==> src/rtl/mem_port_arbiter.sv <==
// mem_port_arbiter: data-over-fetch fixed-priority arbiter for one
// shared single-ported memory bus, with bounded-timeout abort.
module mem_port_arbiter #(
  parameter int unsigned TIMEOUT_CYCLES = 16,
  parameter logic [31:0] ERR_RDATA = 32'h0000_0000
) (
  input  logic        clk,
  input  logic        reset,
  input  logic        i_req,
  input  logic [31:0] i_addr,
  output logic        i_ack,
  output logic [31:0] i_rdata,
  input  logic        d_req,
  input  logic        d_we,
  input  logic [31:0] d_addr,
  input  logic [31:0] d_wdata,
  output logic        d_ack,
  output logic [31:0] d_rdata,
  output logic        m_req,
  output logic        m_we,
  output logic [31:0] m_addr,
  output logic [31:0] m_wdata,
  input  logic        m_ack,
  input  logic [31:0] m_rdata,
  output logic        busy,
  output logic        timeout_err
);

  localparam int unsigned CW =
    (TIMEOUT_CYCLES > 0) ? $clog2(TIMEOUT_CYCLES + 1) : 1;
  localparam logic [CW-1:0] CMAX = '1;
  localparam logic [CW-1:0] CLAST =
    (TIMEOUT_CYCLES > 0) ? CW'(TIMEOUT_CYCLES - 1) : '0;
  localparam bit TO_EN = (TIMEOUT_CYCLES > 0);

  typedef enum logic [1:0] {
    IDLE,
    DBUSY,
    IBUSY
  } state_t;

  state_t        state;
  state_t        state_nx;
  logic [CW-1:0] cnt;
  logic [CW-1:0] cnt_nx;
  logic          we_nx;
  logic [31:0]   addr_nx;
  logic [31:0]   wdata_nx;
  logic          to_hit;
  logic          fin;
  logic [31:0]   rsp;

  assign m_req = (state != IDLE);
  assign busy  = (state != IDLE);

  always_ff @(posedge clk or posedge reset) begin
    if (reset) begin
      state   <= IDLE;
      cnt     <= '0;
      m_we    <= 1'b0;
      m_addr  <= '0;
      m_wdata <= '0;
    end else begin
      state   <= state_nx;
      cnt     <= cnt_nx;
      m_we    <= we_nx;
      m_addr  <= addr_nx;
      m_wdata <= wdata_nx;
    end
  end

  always_comb begin
    state_nx    = state;
    cnt_nx      = cnt;
    we_nx       = m_we;
    addr_nx     = m_addr;
    wdata_nx    = m_wdata;
    to_hit      = 1'b0;
    fin         = 1'b0;
    i_ack       = 1'b0;
    d_ack       = 1'b0;
    i_rdata     = '0;
    d_rdata     = '0;
    timeout_err = 1'b0;
    rsp         = m_ack ? m_rdata : ERR_RDATA;
    unique case (state)
      IDLE: begin
        cnt_nx = '0;
        if (d_req) begin
          state_nx = DBUSY;
          we_nx    = d_we;
          addr_nx  = d_addr;
          wdata_nx = d_wdata;
        end else if (i_req) begin
          state_nx = IBUSY;
          we_nx    = 1'b0;
          addr_nx  = i_addr;
        end
      end
      DBUSY, IBUSY: begin
        // a real m_ack always wins over a same-cycle timeout
        to_hit      = TO_EN && (cnt == CLAST) && !m_ack;
        fin         = m_ack || to_hit;
        timeout_err = to_hit;
        if (state == DBUSY) begin
          d_ack   = fin;
          d_rdata = fin ? rsp : '0;
        end else begin
          i_ack   = fin;
          i_rdata = fin ? rsp : '0;
        end
        if (fin) begin
          state_nx = IDLE;
          cnt_nx   = '0;
        end else if (cnt != CMAX) begin
          cnt_nx = cnt + 1'b1;
        end
      end
      default: state_nx = IDLE;
    endcase
  end

endmodule

==> config.mk <==
export PLATFORM = sky130hd
export DESIGN_NAME = mem_port_arbiter
export DESIGN_NICKNAME = d
export VERILOG_FILES = /design/src/rtl/mem_port_arbiter.sv
export SDC_FILE = /design/constraint.sdc
export NUM_CORES = 1
export LEC_CHECK = 0
export BUFFER_PORTS_ARGS = -buffer_cell sky130_fd_sc_hd__buf_2
export CAP_MARGIN = 20
export CORE_AREA = 2 2 105 107
export DETAILED_ROUTE_END_ITERATION = 10
export DIE_AREA = 0 0 107 109
export GPL_TIMING_DRIVEN = 1
export PLACE_DENSITY = 0.72
export SLEW_MARGIN = 10
export SYNTH_ARGS = -nofsm -noshare
export SYNTH_HDL_FRONTEND = slang
export SYNTH_SLANG_ARGS = --single-unit
==> constraint.sdc <==
create_clock -name clk -period 2.2 [get_ports clk]
set_input_delay 0.33 -clock clk [delete_from_list [all_inputs] [get_ports clk]]
set_output_delay 0.33 -clock clk [all_outputs]
set_load 0.005 [all_outputs]
Word-level counts from Yosys, hierarchy flattened
Index checks and enable logic that the tools add are counted.
{"block": "word_totals", "reg_bits": 72, "word_cells": 47}
{"block": "op_classes", "add_sub_neg": 1, "eq_ne": 7, "muxes": 22, "n_reduce_logical": 12}
{"operator": "$mux 32", "n": 8}
{"operator": "$mux 5", "n": 2}
{"operator": "$pmux 5 s2", "n": 1}
{"operator": "$reduce_and 2->1", "n": 4}
{"operator": "$mux 1", "n": 7}
{"operator": "$mux 2", "n": 3}
{"operator": "$ne 3x3->1 const B", "n": 2}
{"operator": "$reduce_bool 2->1", "n": 3}
{"operator": "$add 5x1->5 const B", "n": 1}
{"operator": "$eq 5x4->1 const B", "n": 1}
{"operator": "$ne 5x5->1 const B", "n": 1}
{"operator": "$pmux 2 s2", "n": 1}
{"operator": "$eq 2x1->1 const B", "n": 1}
{"operator": "$eq 2x2->1 const B", "n": 1}
{"operator": "$logic_not 2->1", "n": 1}
{"operator": "$ne 2x2->1 const B", "n": 1}
{"operator": "$reduce_or 2->1", "n": 1}
{"operator": "$logic_and 1x1->1", "n": 1}
{"operator": "$logic_not 1->1", "n": 1}
{"operator": "$logic_or 1x1->1", "n": 1}

Depth between registers and ports, before layout
Gate-level depths: netlist of run 1.
{"block": "logic_depth", "ltp_word": 6, "mapped_depth": 7}

Least setup slack after synthesis of run 1
No wires, ideal clock.
{"block": "synth_path", "path_kind": "reg-to-reg", "start": "register cnt[0]", "end": "register cnt[0]", "setup_ns": 0.066, "arrival_time_ns": 1.642, "setup_slack_ns": 0.493, "path_stages_with_launch": 7, "period_less_slack_ns": 1.707, "path_cell_list": "dfrtp_1 ha_1 and3_1 ha_1 nor3b_4 o2bb2ai_1 mux2_2"}
{"block": "synth_between", "elab_chain_len": 5}
{"element": "start, declared", "line_no": "44", "rtl": "logic [CW-1:0] cnt;"}
{"element": "start signal, assigned", "line_no": "65", "rtl": "cnt <= cnt_nx;"}
{"element": "branches (longest 5 deep; another with $add 5x1->5)"}
Several ways; the timed one is not identified. The select of a mux whose other input is x is not followed.
A chain may end at the register's enable or synchronous reset.

Worst setup path in the final report of run 1
{"block": "layout_path", "start": "register cnt[0]", "end": "output port d_ack"}
{"block": "layout_between", "elab_chain_len": 5}
{"element": "$eq 5x4->1", "line_no": "102", "rtl": "to_hit = TO_EN && (cnt == CLAST) && !m_ack;"}
{"element": "$logic_and 1x1->1", "line_no": "102"}
{"element": "$logic_or 1x1->1", "line_no": "103", "rtl": "fin = m_ack || to_hit;"}
{"element": "$mux 1", "line_no": "105", "rtl": "if (state == DBUSY) begin"}
{"element": "$mux 1", "line_no": "86", "rtl": "unique case (state)"}
{"element": "end, declared", "line_no": "17", "rtl": "output logic d_ack,"}
Every way passes these cells.

==> results of run 1 <==
critical path: stages (launching register included):
cell and delay (ns):
dfrtp_1 0.41, ha_1 0.24, and3_1 0.23, ha_4 0.19, nor2_1 0.12, nor2b_1 0.08
buf_2 0.13
power by group through the flow:
| stage | clock network, mW | registers, mW | logic (mW) |
|---|---|---|---|
| final | 1.08 | 2.27 | 2.62 |
| after detailed placement | 0 | 2.29 | 2.65 |
| after CTS | 1.13 | 2.28 | 2.65 |
| after global routing | 1.19 | 2.35 | 2.94 |
| after floorplan | 0 | 2.35 | 1.43 |
| after global placement | 0 | 2.27 | 2.58 |
Yosys cell counts, types with 2 or more instances:
master,count,area share
o21ai_1,34,0.047
nand2b_1,3,0.0052
mux2i_1,32,0.089
buf_2,7,0.0098
mux2_1,32,0.10
buf_6,4,0.013
clkbuf_1,7,0.0073
a21oi_1,3,0.0042
a22o_1,2,0.0049
a31oi_1,2,0.0035
and3_1,2,0.0035
buf_4,7,0.015
nand2_1,65,0.068
ha_1,5,0.017
inv_1,8,0.0084
nor2_1,66,0.069
dfrtp_1,72,0.50
repair_timing:
item	4_1_cts	5_1_grt
gates resized for setup	0	4
hold buffers	0	0
setup buffers	0	0
setup endpoints to repair	0	29
final cells by class:
class                      instances  share of cell area
sequential                        72               0.343
multi-input combinational        258               0.309
timing repair buffer             273               0.269
tap                              140              0.0334
clock buffer                       9              0.0236
clock inverter                     7              0.0162
inverter                           8             0.00572
worst max-delay path by stage:
stage / startpoint / end / slack [ns]
2_1_floorplan: reset / cnt[0] / 0.05
3_3_place_gp: cnt[0] / cnt[0] / 0.40
3_5_place_dp: cnt[0] / cnt[0] / 0.30
4_1_cts: cnt[0] / d_ack / 0.05
5_1_grt: state[0] / i_rdata[23] / 0.03
6_report: cnt[0] / d_ack / 0.13
logic make-up (layout without fill, tap and decap cells):
logic type | after synthesis | in the layout
DFF | 72 | 72
muxes | 65 | 65
AOI/OAI and AO/OA | 45 | 45
buffers and inverters | 34 | 297
adders and majority gates | 5 | 5
and+or+nand+nor | 143 | 143
sequential cells by signal (all words and copies together) (netlist names):
register  flops
m_we          1
m_addr       32
cnt           5
state         2
m_wdata      32
routing by layer:
| layer | wire [um] | vias up |
|---|---|---|
| met2 | 4800 | 147 |
| met4 | 89 | 0 |
| met3 | 759 | 10 |
| met1 | 3810 | 1567 |
| li1 | - | 1721 |
| met5 | 0 | - |
stage by stage:
stage	total power, mW	util	setup WS [ns]	std cells	area [um2]
2_1_floorplan	3.78	-	0.0451	364	3590
4_1_cts	6.05	0.493	0.0518	767	5230
5_1_grt	6.48	0.495	0.0312	767	5250
3_5_place_dp	4.94	0.474	0.300	751	5020
6_report	5.97	0.495	0.134	767	5250
3_3_place_gp	4.85	0.474	0.398	751	5020
placed cells by master (no fill, tap or decap), types with 2 or more instances in the layout:
cell	instances
nand2_1	65
nand2b_1	3
a22o_1	2
inv_1	7
dfrtp_1	72
clkinvlp_4	2
buf_4	2
inv_6	2
and3_1	2
a31oi_1	2
buf_12	2
buf_2	267
buf_6	2
mux2i_1	32
ha_1	4
a21oi_1	3
mux2_1	32
o21ai_1	33
nor2_1	66
clkbuf_8	9
inv_8	2
==> results.ini, run 1 <==
[clock_tree]
cts-root-buf = clkbuf_8
clockBufferDepth = 2
cts.sinks = 72
clkTransAtPathRegs_ns = 0.08
cts_tree = built
cts_buffers = 9
clk_latency_ns = 0.34
htreeDepth = 3

[place]
place_congestion = 0.780
portBuffers = 267
dpl.hpwl_um = 7370

[synth]
syn_inst = 364
synth_fp_nets = 503
synth_mux_area_frac = 0.193
ys_ff_latch = 72
synth_top_family_by_area = multiplexers
yosysWarnings = 0
yosysUniqueCellTypes = 30
synth_compound_area_frac = 0.0693
synthFlopType = dfrtp_1
yosysSeqAreaShare = 0.502
yosys.area_share.simple = 0.165
syn_avg_cell_area_um2 = 9.87
synth-edff-count = 0
synthAdderAreaFrac = 0.0174
synth_xor_area_frac = 0
async_flop_share = 1.00
syn-cell-area_um2 = 3590

[final_layout]
num_antenna_cells = 0
ff_latch_area_um2 = 1800
area_delta_synth_final_pct = 46.2
layout.nets = 761
multiInputGateArea_um2 = 1620
fillers = 1018
drive_gt1_frac = 0.474

[power]
ir_drop_mv = 0.465
p_leak_nw = 2.93
pwr_density_cell_nw_per_um2 = 1140
clockPowerShare = 0.181
p_seq_frac = 0.380
p_int_mw = 3.77
p_switching_mw = 2.20
sw_frac_of_total = 0.369
pwr-share-comb = 0.439

[sta]
tightest_slew_ns = 0.640
timing.fmax_ghz = 0.484
tns_ns = 0
finalHoldWorstSlack_ns = 0.0550
fin_crit_ns = 2.07
setup_viol = 0
rsz0062_at_grt = false
slew_violations = 0
period_share = 0.939
hold_violations = 0
slew-limit-headroom = 0.572
fin_skew_ns = 0.00847

[grt]
busiest_layer = met2
grt_usage = 0.151
grt_pass1_wl_um = 14200
grt_max_degree = 73
grt_pass1_vias = 3070
use_met3 = 0.0472
grt_util_met2 = 0.268
grt_util_met1 = 0.182
gr-total-overflow = 0
antenna_found_initial = 0

[detailed_routing]
vias_per_cell = 4.49
first_pass_iters = 4
drcViolationCount = 0
drt_iter0_drc = 170
post_drt_wl_per_cell_um = 12.3
wl_um = 9460
ant_nets = 0
via_count = 3445

[flow_run]
drv_cap = 0

[worst_setup_path]
ff2ff_path_depth = 6
reg2reg_slack_ns = 0.27
end_kind = output pin
timing.rr.end = cnt[2]
timing.rr.start = cnt[0]
cp.required_ns = 1.87
cp-start-kind = flop
path_max_fanout = 4
path_class = reg -> out
cp.arrival_ns = 1.74

[die]
die_w_um = 107
initial_core_util = 0.339
placementRows = 38
ioPinCount = 268
dieArea_um2 = 11700
die_y_um = 109
core_region_area_um2 = 10600

[outcome]
status = complete, no violations

[hold_path]
min_path_type = in -> async

Note: power is estimated with default switching activity, not from simulation.
==> inputs of run 2 (changes only) <==
CELL_PAD_IN_SITES_DETAIL_PLACEMENT = 0   (was default)
CELL_PAD_IN_SITES_GLOBAL_PLACEMENT = 1   (was default)
CORE_AREA = default   (was 2 2 105 107)
CORE_UTILIZATION = 25   (was default)
DIE_AREA = default   (was 0 0 107 109)
PLACE_DENSITY = 0.75   (was 0.72)
==> run 2 against run 1 <==
Effect of this change:
- non-clock buffer count unchanged
- maximum frequency decreased by 1.0%
- first-iteration DRC count fell by 26%
- critical path type unchanged
- largest cell class unchanged
==> results.ini, run 2 (synthesized netlist as in run 1, its figures left out) <==
[final_layout]
area_delta_synth_final_pct = 49.4
final_common_cell = buf_2
num_antenna_cells = 0  ; unchanged
fillers = 1419  ; +39%
layout_common_cells = buf_2, dfrtp_1, nand2_1, nor2_1, o21ai_1
drive_gt1_frac = 0.474  ; unchanged
layoutNonFillerInstCount = 807  ; +5.2%
reg_top3 = m_addr: 32 flops, m_wdata: 32 flops, cnt: 5 flops
layout.nets = 761  ; unchanged

[sta]
finalHoldWorstSlack_ns = 0.0774  ; +0.0224 ns
tns_ns = 0  ; unchanged
slew-limit-headroom = 0.562  ; -0.00973
slew_violations = 0  ; unchanged
timing.fmax_ghz = 0.479  ; -1.0%
fin_skew_ns = 0.00740  ; -0.00107 ns
period_share = 0.949  ; +0.00958
fin_crit_ns = 2.09  ; +0.0211 ns
setup_viol = 0  ; unchanged
tightest_slew_ns = 0.657  ; +0.0170 ns
hold_violations = 0  ; unchanged
rsz0062_at_grt = false

[worst_setup_path]
path_max_fanout = 4  ; unchanged
path_class = reg -> out
critPathSlowestCell = dfrtp_1
end_kind = output pin
crit_buf_inv = 1  ; unchanged
crit_family = adder cells
crit_top_cell = ha_1
cpPeakStageDelay_ns = 0.40  ; about the same
critPathLaunch = cnt[0]
reg2reg_slack_ns = 0.28  ; about the same
cp.arrival_ns = 1.76  ; +0.02 ns
cp-start-kind = flop
timing.rr.start = cnt[0]
cp.required_ns = 1.87  ; about the same
crit_chain = ha_1 > and3_1 > ha_1 > and3b_1 > buf_2

[place]
place_congestion = 0.738  ; -5.4%
dpl.hpwl_um = 7800  ; +5.9%
portBuffers = 267  ; unchanged
post-place-cells = 791  ; +5.3%

[grt]
grt_pass1_wl_um = 15100  ; +6.0%
grt_usage = 0.131  ; -0.0206
antenna_found_initial = 0  ; unchanged
gr-total-overflow = 0  ; unchanged
grt_pass1_vias = 3158  ; +2.9%
grt_max_degree = 46  ; -37%

[detailed_routing]
drcViolationCount = 0  ; unchanged
post_drt_wl_per_cell_um = 12.3  ; about the same
ant_nets = 0  ; unchanged
via_count = 3439  ; -0.17%
vias_per_cell = 4.26  ; -5.1%
drt_iter0_drc = 125  ; -26%
first_pass_iters = 4  ; unchanged
wl_um = 9950  ; +5.1%

[clock_tree]
cts_tree = built
htreeDepth = 3  ; unchanged
cts_buffers = 9  ; unchanged
cts-root-buf = clkbuf_16
clockBufferDepth = 2  ; unchanged
cts.sinks = 72  ; unchanged
clk_latency_ns = 0.33  ; about the same
hold_buffers = 0  ; unchanged
clkTransAtPathRegs_ns = 0.06  ; -0.02 ns

[die]
placementRows = 43  ; +13%
die_w_um = 122  ; +14%
core_region_area_um2 = 13900  ; +31%
die_y_um = 122  ; +12%
ioPinCount = 268  ; unchanged
dieArea_um2 = 14900  ; +27%
initial_core_util = 0.258  ; -0.0810

[power]
ir_drop_mv = 0.483  ; +3.8%
pwr_density_cell_nw_per_um2 = 1170  ; +3.1%
p_leak_nw = 2.96  ; +1.1%

[hold_path]
min_path_type = in -> async

[flow_run]
drv_cap = 0  ; unchanged

[outcome]
status = complete, no violations

==> run 2: per-layer routing <==
metal | wire length, um | part of all wire | GRT usage
met1 | 4060 | 0.41 | 0.151
met2 | 4980 | 0.50 | 0.229
met3 | 770 | 0.077 | 0.0356
met4 | 128 | 0.013 | 0.0463
met5 | 0 | 0 | 0
==> run 2: metrics by stage <==
stage               utilization  area, um2  worst slack (ns)  power, mW
finish                    0.385       5370             0.113       6.29
global route              0.385       5370           0.00254       6.82
CTS                       0.385       5360            0.0868       6.41
detailed placement        0.364       5070             0.301       4.99
global placement          0.364       5070             0.389       4.91
floorplan                     -       3590            0.0451       3.78
==> run 2: area by class of cell <==
class	count	area (um2)	area share
timing repair buffer	273	1410	0.263
tap	180	225	0.0420
multi-input combinational	258	1610	0.300
sequential	72	1800	0.336
clock inverter	7	61.3	0.0114
inverter	8	30.0	0.00560
clock buffer	9	225	0.0420
==> run 2: path summary, 6_finish.rpt <==
check	end	depth (start not counted)
worst max register to register	cnt[0]	6
min in group clk	m_wdata[26]	2
worst min register to register	m_addr[30]	2
worst min-delay path	state[0]	2
worst max-delay path	timeout_err	5
max in group asynchronous	m_wdata[1]	3
==> run 2: report_power, final <==
group / internal (mW) / total (mW) / switching (mW)
Clock: 0.784 / 1.38 / 0.595
Sequential: 1.97 / 2.28 / 0.310
Combinational: 1.26 / 2.64 / 1.38
Total: 4.01 / 6.29 / 2.28
==> run 2: what timing repair did <==
action,CTS,global route
setup endpoints to repair,0,9
setup buffers,0,0
resized for setup,0,2
